<file path="src/rtl/serial_deserializer.sv">
// serial_deserializer: assembles a strobed serial bit stream into
// parallel words, framed by sof, presented on a valid/ready port.
//
// Ports:
//   clk, rst     : clock, synchronous active-high reset
//   din, din_en  : serial bit and its strobe
//   sof          : marks the strobed bit as bit 0 of a new word
//   dout         : assembled word (held in a separate output slot)
//   dout_valid   : dout holds an unconsumed word
//   dout_ready   : consumer accepts dout when dout_valid is high
//   busy         : a frame is partially received
//   bit_cnt      : bits received in the current frame
//   frame_err    : sticky, a frame was restarted before completion
//   overflow     : sticky, a completed word was dropped (slot full)
//   clr_err      : clears frame_err and overflow (set wins)
module serial_deserializer #(
  parameter int WIDTH     = 8,
  parameter bit MSB_FIRST = 1'b1
) (
  input  logic                       clk,
  input  logic                       rst,
  input  logic                       din,
  input  logic                       din_en,
  input  logic                       sof,
  output logic [WIDTH-1:0]           dout,
  output logic                       dout_valid,
  input  logic                       dout_ready,
  output logic                       busy,
  output logic [$clog2(WIDTH+1)-1:0] bit_cnt,
  output logic                       frame_err,
  output logic                       overflow,
  input  logic                       clr_err
);

  localparam int CW = $clog2(WIDTH+1);

  typedef enum logic {
    IDLE,
    SHIFT
  } state_t;

  state_t           state_q, state_d;
  logic [WIDTH-1:0] sh_q, sh_d;
  logic [WIDTH-1:0] sh_in, sh_new;
  logic [CW-1:0]    cnt_q, cnt_d;
  logic             done, abort, ovf_set;

  // sh_in: shift register advanced by one bit.
  // sh_new: a fresh frame holding only its first bit.
  if (MSB_FIRST) begin : g_msb
    assign sh_in  = {sh_q[WIDTH-2:0], din};
    assign sh_new = {{(WIDTH-1){1'b0}}, din};
  end else begin : g_lsb
    assign sh_in  = {din, sh_q[WIDTH-1:1]};
    assign sh_new = {din, {(WIDTH-1){1'b0}}};
  end

  always_ff @(posedge clk) begin
    if (rst) begin
      state_q <= IDLE;
      sh_q    <= '0;
      cnt_q   <= '0;
    end else begin
      state_q <= state_d;
      sh_q    <= sh_d;
      cnt_q   <= cnt_d;
    end
  end

  always_comb begin
    state_d = state_q;
    sh_d    = sh_q;
    cnt_d   = cnt_q;
    done    = 1'b0;
    abort   = 1'b0;
    unique case (state_q)
      IDLE: begin
        if (din_en && sof) begin
          sh_d    = sh_new;
          cnt_d   = CW'(1);
          state_d = SHIFT;
        end
      end
      SHIFT: begin
        if (din_en) begin
          if (sof) begin
            abort = 1'b1;
            sh_d  = sh_new;
            cnt_d = CW'(1);
          end else if (cnt_q == CW'(WIDTH-1)) begin
            // Word completes this edge; sh_in goes to the output slot.
            done    = 1'b1;
            sh_d    = sh_in;
            cnt_d   = '0;
            state_d = IDLE;
          end else begin
            sh_d  = sh_in;
            cnt_d = cnt_q + CW'(1);
          end
        end
      end
      default: state_d = IDLE;
    endcase
  end

  assign ovf_set = done & dout_valid & ~dout_ready;

  // Output slot: a word is dropped only if the slot stays full.
  always_ff @(posedge clk) begin
    if (rst) begin
      dout       <= '0;
      dout_valid <= 1'b0;
      frame_err  <= 1'b0;
      overflow   <= 1'b0;
    end else begin
      if (done) begin
        if (!dout_valid || dout_ready) begin
          dout       <= sh_in;
          dout_valid <= 1'b1;
        end
      end else if (dout_valid && dout_ready) begin
        dout_valid <= 1'b0;
      end
      frame_err <= abort | (frame_err & ~clr_err);
      overflow  <= ovf_set | (overflow & ~clr_err);
    end
  end

  assign busy    = (state_q == SHIFT);
  assign bit_cnt = cnt_q;

endmodule
</file>
<file path="config.mk">
export PLATFORM = sky130hd
export DESIGN_NAME = serial_deserializer
export DESIGN_NICKNAME = d
export VERILOG_FILES = /design/src/rtl/serial_deserializer.sv
export SDC_FILE = /design/constraint.sdc
export NUM_CORES = 1
export LEC_CHECK = 0
export CAP_MARGIN = 10
export CORE_MARGIN = 8
export CORE_UTILIZATION = 45
export CTS_BUF_LIST = sky130_fd_sc_hd__clkbuf_16
export DETAILED_ROUTE_END_ITERATION = 10
export PLACE_DENSITY = 0.73
export SLEW_MARGIN = 20
export SYNTH_ARGS = -nofsm -noshare
export SYNTH_HDL_FRONTEND = slang
export SYNTH_SLANG_ARGS = --single-unit
</file>
<file path="constraint.sdc">
create_clock -name clk -period 5 [get_ports clk]
set_clock_uncertainty 0.1 [all_clocks]
set_input_delay 0.75 -clock clk [delete_from_list [all_inputs] [get_ports clk]]
set_output_delay 0.75 -clock clk [all_outputs]
set_load 0.05 [all_outputs]
</file>
==> results of run 1 <==
-- stage by stage --
stage                     utilization  cell area [um2]  cells  hold slack, ps
after floorplan                     -              966     99             352
after global placement          0.599             1200    143             358
after detailed placement        0.599             1200    143             364
after CTS                       0.638             1280    147             376
after global routing            0.638             1280    147             399
final                           0.638             1280    147             371
-- sequential cells by signal (all words and copies together) (netlist names) --
| signal | cells |
|---|---|
| bit_cnt | 4 |
| busy | 1 |
| dout | 8 |
| dout_valid | 1 |
| frame_err | 1 |
| overflow | 1 |
| sh_q | 7 |
-- routing by layer --
layer / part of all wire / global-route usage / wire (um)
met3: 0.049 / 0.0412 / 93
met4: 0.0090 / 0.0427 / 17
met5: 0 / 0 / 0
met1: 0.48 / 0.119 / 900
met2: 0.46 / 0.160 / 872
-- final timing paths --
kind,end,start,slack [ps]
max reg2reg,dout[1],bit_cnt[0],3100
max,busy,busy,2610
min,dout[2],dout[2],370
min reg2reg,dout[2],dout[2],370
-- power by group --
part           internal (mW)  leakage (nW)  total, mW  switching (mW)
sequential             0.185         0.186      0.188         0.00247
combinational         0.0117         0.214     0.0274          0.0157
clock                  0.106        0.0423      0.166          0.0596
-- cells by family after synthesis --
group / share of synthesized area
simple gates: 0.256
flops: 0.477
compound gates: 0.127
mux: 0.0933
buf+inv: 0.0337
fa+ha+maj: 0.0130
-- placed cells by master (no fill, tap or decap) --
| master | instances |
|---|---|
| dfxtp_1 | 23 |
| clkdlybuf4s50_1 | 22 |
| nand2b_1 | 17 |
| nor2_1 | 11 |
| mux2i_1 | 9 |
| a22oi_1 | 8 |
| inv_1 | 4 |
| a21oi_1 | 4 |
| clkbuf_16 | 3 |
| and3b_1 | 2 |
| nand2_1 | 2 |
| a32oi_1 | 2 |
| o21ai_1 | 1 |
| a311oi_1 | 1 |
| nand2_2 | 1 |
| nand3b_1 | 1 |
| nand4b_1 | 1 |
| a31oi_1 | 1 |
| nor2b_1 | 1 |
| nor4_4 | 1 |
| o21ai_0 | 1 |
| nand3_1 | 1 |
| and4b_1 | 1 |
| or4b_1 | 1 |
| ha_1 | 1 |
-- final cells by class --
class                      instances  share of cell area
tap                               27              0.0264
clock buffer                       3              0.0588
multi-input combinational         68               0.370
clock inverter                     1             0.00294
sequential                        23               0.360
inverter                           3             0.00881
timing repair buffer              22               0.172
==> summary.md, run 1 <==
| Metric | Value |
|---|---|
| Post-CTS sizing | `0` |
| Status | `finished, final reports clean` |
| Net Count, Synth | `~110` |
| Critical path depth | `1` |
| Worst Max-Slew Pin Slew | `~900 ps` |
| Worst path slowest cell | `clkdlybuf4s50_1` |
| Synth async-reset ratio | `0` |
| CP Buf/Inv Count | `1` |
| Fillers | `roughly 180` |
| P per Cell Area | `~300 mW/mm2` |
| Total Routing Usage GR | `0.102` |
| Count leader, synth | `dfxtp_1` |
| Yosys reg bits | `23` |
| Area Overhead vs Synth | `32.3%` |
| Total vias in the final route | `762` |
| Reg clk slew, reported paths | `60 ps` |
| Vias in the first global route | `749` |
| Bufs on Longest Clock Path | `2` |
| Area contributors post-synth | `dfxtp_1 (48%), nand2b_1 (11%), mux2i_1 (9.3%)` |
| Post-DP HPWL | `~1.3 mm` |
| CTS H-tree lvls | `1` |
| Setup TNS | `0 ps` |
| Part of the cycle the worst path needs | `0.479` |
| Post-synthesis sequential area ratio | `0.477` |
| Final Hold Fails | `0` |
| YS warnings | `0` |
| Pre-CTS WS | `~2400 ps` |
| Worst Hold Class | `flip-flop to flip-flop` |
| Clk Latency, worst-skew pair | `approximately 250 ps` |
| Vias/cell | `5.18` |
| Tot Pwr | `about 0.38 mW` |
| Worst-path cell chain | `clkdlybuf4s50_1` |
| GRT overflow | `0` |
| Register area | `approximately 460 um2` |
| CTS Root Cell | `clkbuf_16` |
| Die Height | `approximately 62 um` |
| 1st-iter DRT viols | `15` |
| Critical path required time | `slightly above 4000 ps` |
| Area of the multi-input gates | `~470 um2` |
| Startpoint class of the critical path | `flip-flop` |
| DR pass1 iterations | `4` |
| LEAKAGE | `around 0.44 nW` |
| PnR worst setup slack | `between 2000 and 3000 ps` |
| Largest area contributor in the netlist | `dfxtp_1` |
| CORE AREA | `roughly 0.002 mm2` |
| Final setup fails | `0` |
| Worst EP arrival | `~1500 ps` |
| Max Freq | `about 0.42 GHz` |
| First-pass GRT wire length | `between 3 and 4 mm` |
| DRC violations left | `0` |
| Gp weighted congestion | `just under 0.7` |
| Max-Cap Viols | `0` |
| Drt total wl | `1.88 mm` |
| Post-DR wirelength/cell | `roughly 13 um` |
| Critical path endpoint category | `output pin` |
| Min Tclk post-route | `2390 ps` |
| FP Rows | `16` |
| Yosys top cell area share | `0.477` |
| Initial Util | `0.482` |
| Pin count of the biggest net entering global routing | `32` |
| Mapped cell area | `slightly below 0.001 mm2` |
| Hold buffers post-CTS | `0` |
| # clock sinks | `23` |
| Top Ports | `23` |
| Post-synth EDFFs | `0` |
| Max VDD drop | `0.213 mV` |
| Layout cells sized above 1 | `0.0417` |
| Hold Path Stages | `2` |
| CTS tree | `yes` |
| Synth cell count leaders | `dfxtp_1 (23), nand2b_1 (17), nor2_1 (11)` |
| Cell family with most CP delay | `buffers and inverters` |
| Die area | `roughly 0.004 mm2` |
| CP max stage delay | `850 ps` |
| Synth cell types | `25` |
| Final Slew Violations | `0` |
| Ant. Diodes | `0` |
| Cells on worst reg2reg path | `4` |
| Crit Path Category | `flip-flop to output pin` |
| Net count, final | `between 100 and 150` |
| Syn Area/Cell | `a little under 10 um2` |
| RSZ-0062 raised after global routing | `no` |
| Remaining antenna violation count | `0` |
| Port bufs | `22` |
| Initial antenna violation count | `0` |
| Crit-path max FO | `8` |
| CTS Buf Count | `3` |
| Ys flop type | `dfxtp_1` |
| Cell count after synthesis | `just under 100` |
| Post CTS Setup Buffer Count | `0` |
| Chip Width | `approximately 62 um` |
| Rel. slew slack | `0.412` |
(Power assumes the default switching activity.)
==> run 2: changes to the inputs <==
Clock period 5 ns to 2.5 ns, I/O delays scaled along.
==> run 2 against run 1 <==
Net effect: worst setup slack worse by 2100 ps; design area increased by 2.3%; largest cell class unchanged; final cell count up 2.7%; wire length grew 6.9%; non-clock buffer count rose by 4; first-iteration DRC count grew 40%; via count grew 2.4%; die area did not move; largest power group unchanged; highest routed layer unchanged; critical path type unchanged; clock-buffer cell count is the same; clock power is 100% higher.
==> summary.md, run 2 (same netlist as run 1, synthesis figures left out) <==
| Metric | Value |
|---|---|
| Die area | `0.00389 mm2 (unchanged)` |
| Initial Util | `0.482 (unchanged)` |
| Hold WS | `373 ps (was 371 ps)` |
| Area Overhead vs Synth | `35.4% (was 32.3%)` |
| CTS Root Cell | `clkbuf_16 (unchanged)` |
| Rel. slew slack | `0.657 (was 0.412)` |
| Post CTS Setup Buffer Count | `0 (unchanged)` |
| Worst EP arrival | `1550 ps (was 1540 ps)` |
| Port bufs | `22 (unchanged)` |
| Chip Width | `62.3 um (unchanged)` |
| Largest register FFs | `8 (unchanged)` |
| Die Height | `62.3 um (unchanged)` |
| Crit Path Category | `flip-flop to output pin (unchanged)` |
| Status | `finished, final reports clean (unchanged)` |
| Worst path slowest cell | `clkdlybuf4s50_1 (unchanged)` |
| Top Ports | `23 (unchanged)` |
| Post-CTS sizing | `0 (unchanged)` |
| RSZ-0062 raised after global routing | `no (unchanged)` |
| # clock sinks | `23 (unchanged)` |
| Final Slew Violations | `0 (unchanged)` |
| CTS H-tree lvls | `1 (unchanged)` |
| Hold Path Origin | `dout[3] (was dout[2])` |
| Max Freq | `roughly 0.49 GHz` |
| Max VDD drop | `0.367 mV (was 0.213 mV)` |
| Remaining antenna violation count | `0 (unchanged)` |
| Worst Hold Class | `flip-flop to flip-flop (unchanged)` |
| Worst Max-Slew Pin Slew | `513 ps (was 879 ps)` |
| Hold buffers post-CTS | `0 (unchanged)` |
| DRC violations left | `0 (unchanged)` |
| Net Sw Power | `0.159 mW (was 0.0778 mW)` |
| Reg power frac | `0.489 (was 0.493)` |
| Pre-CTS WS | `537 ps (was 2390 ps)` |
| Final Hold Fails | `0 (unchanged)` |
| Crit-path max FO | `8 (unchanged)` |
| DR pass1 iterations | `4 (unchanged)` |
| Min Tclk post-route | `around 2000 ps` |
| CTS Buf Count | `3 (unchanged)` |
| Cell family with most CP delay | `buffers and inverters (unchanged)` |
| CORE AREA | `0.00200 mm2 (unchanged)` |
| Tot Pwr | `0.768 mW (was 0.381 mW)` |
| Gp weighted congestion | `0.761 (was 0.674)` |
| 1st-iter DRT viols | `21 (was 15)` |
| Total Routing Usage GR | `0.105 (was 0.102)` |
| Initial antenna violation count | `0 (unchanged)` |
| Setup TNS | `0 ps (unchanged)` |
| Layout cells sized above 1 | `0.0726 (was 0.0417)` |
| Total vias in the final route | `780 (was 762)` |
| Final setup fails | `0 (unchanged)` |
| Ant. Diodes | `0 (unchanged)` |
| RR Endpoint | `dout[7] (was dout[1])` |
| Reg clk slew, reported paths | `60 ps (about the same)` |
| Critical path depth | `1 (unchanged)` |
| Post-DR wirelength/cell | `13.3 um (was 12.8 um)` |
| Vias/cell | `5.17 (was 5.18)` |
| Bufs on Longest Clock Path | `2 (unchanged)` |
| Clk Latency, worst-skew pair | `250 ps (about the same)` |
| Final std cells w/o fill | `151 (was 147)` |
| Post-DP HPWL | `1.39 mm (was 1.33 mm)` |
| Net count, final | `133 (was 129)` |
| Part of the cycle the worst path needs | `0.811` |
| Worst-path cell chain | `clkdlybuf4s50_1 (unchanged)` |
| Commonest cells after routing, fill and taps aside | `dfxtp_1 (23), clkdlybuf4s50_1 (22), nand2b_1 (17) (unchanged)` |
| Cell Int Power | `0.610 mW (was 0.303 mW)` |
| Setup crit end | `busy (unchanged)` |
| Reg-to-reg slack, setup | `850 ps (was 3100 ps)` |
| Reg2Reg Launch Point | `bit_cnt[0] (unchanged)` |
| First-pass GRT wire length | `3.47 mm (was 3.35 mm)` |
| CP max stage delay | `850 ps (about the same)` |
| Vias in the first global route | `804 (was 749)` |
| FP Rows | `16 (unchanged)` |
| CP Launch Point | `busy (unchanged)` |
| Reg with most FFs | `dout (unchanged)` |
| Inst Count DP | `147 (was 143)` |
| GRT overflow | `0 (unchanged)` |
| Pin count of the biggest net entering global routing | `32 (unchanged)` |
| PnR worst setup slack | `473 ps (was 2610 ps)` |
| P per Cell Area | `588 mW/mm2 (was 298 mW/mm2)` |
| CP Buf/Inv Count | `1 (unchanged)` |
| Clock share of power | `0.435 (about the same)` |
| Critical path required time | `2030 ps (was 4150 ps)` |
| Commonest non-fill, non-tap cell in the layout | `dfxtp_1 (unchanged)` |
| Max-Cap Viols | `0 (unchanged)` |
| Comb pwr share | `0.076 (was 0.072)` |
| Drt total wl | `2.01 mm (was 1.88 mm)` |
| Critical path endpoint category | `output pin (unchanged)` |
| Startpoint class of the critical path | `flip-flop (unchanged)` |
| CTS tree | `yes (unchanged)` |
| Cells on worst reg2reg path | `5 (was 4)` |
| Sw Ratio | `0.207 (was 0.204)` |
| LEAKAGE | `0.462 nW (was 0.442 nW)` |
==> run 2: cell count changes in the layout (fill, tap and decap cells not counted), sizes merged <==
cell | before | now
buf | 0 | 4
==> run 2: layout make-up <==
| class | instances | area, um2 |
|---|---|---|
| Fill cell | 173 | 694 |
| Multi-Input combinational cell | 68 | 473 |
| Sequential cell | 23 | 460 |
| Timing Repair Buffer | 26 | 250 |
| Clock buffer | 3 | 75.1 |
| Tap cell | 27 | 33.8 |
| Inverter | 3 | 11.3 |
| Clock inverter | 1 | 3.75 |
==> run 2: how the worst min path moves through the flow <==
stage / to / slack, ps / cells past startpoint
after global placement: dout[7] / 360 / 2
after floorplan: dout[7] / 350 / 2
after CTS: dout[3] / 380 / 2
final: dout[3] / 370 / 2
after global routing: dout[2] / 400 / 2
after detailed placement: dout[3] / 370 / 2
==> run 2: power by group through the flow <==
stage,logic [mW],clock network [mW],registers [mW]
final,0.0582,0.335,0.376
after detailed placement,0.0583,0,0.384
after CTS,0.0587,0.343,0.375
after global routing,0.0633,0.355,0.376
after floorplan,0.0243,0,0.393
after global placement,0.0576,0,0.384
==> run 2: metrics by stage <==
step,area [um2],util
after floorplan,966,-
final,1310,0.653
after global placement,1230,0.614
after detailed placement,1230,0.614
after global routing,1310,0.653
after CTS,1310,0.653
==> run 2: layer usage <==
metal  global-route usage  share of wire  wire, um  vias up
met5                    0              0         0        -
met4               0.0427         0.0060        12        0
met3               0.0341          0.033        67        2
met2                0.175           0.47       948       11
met1                0.121           0.49       985      372
li1                     -              -         -      395
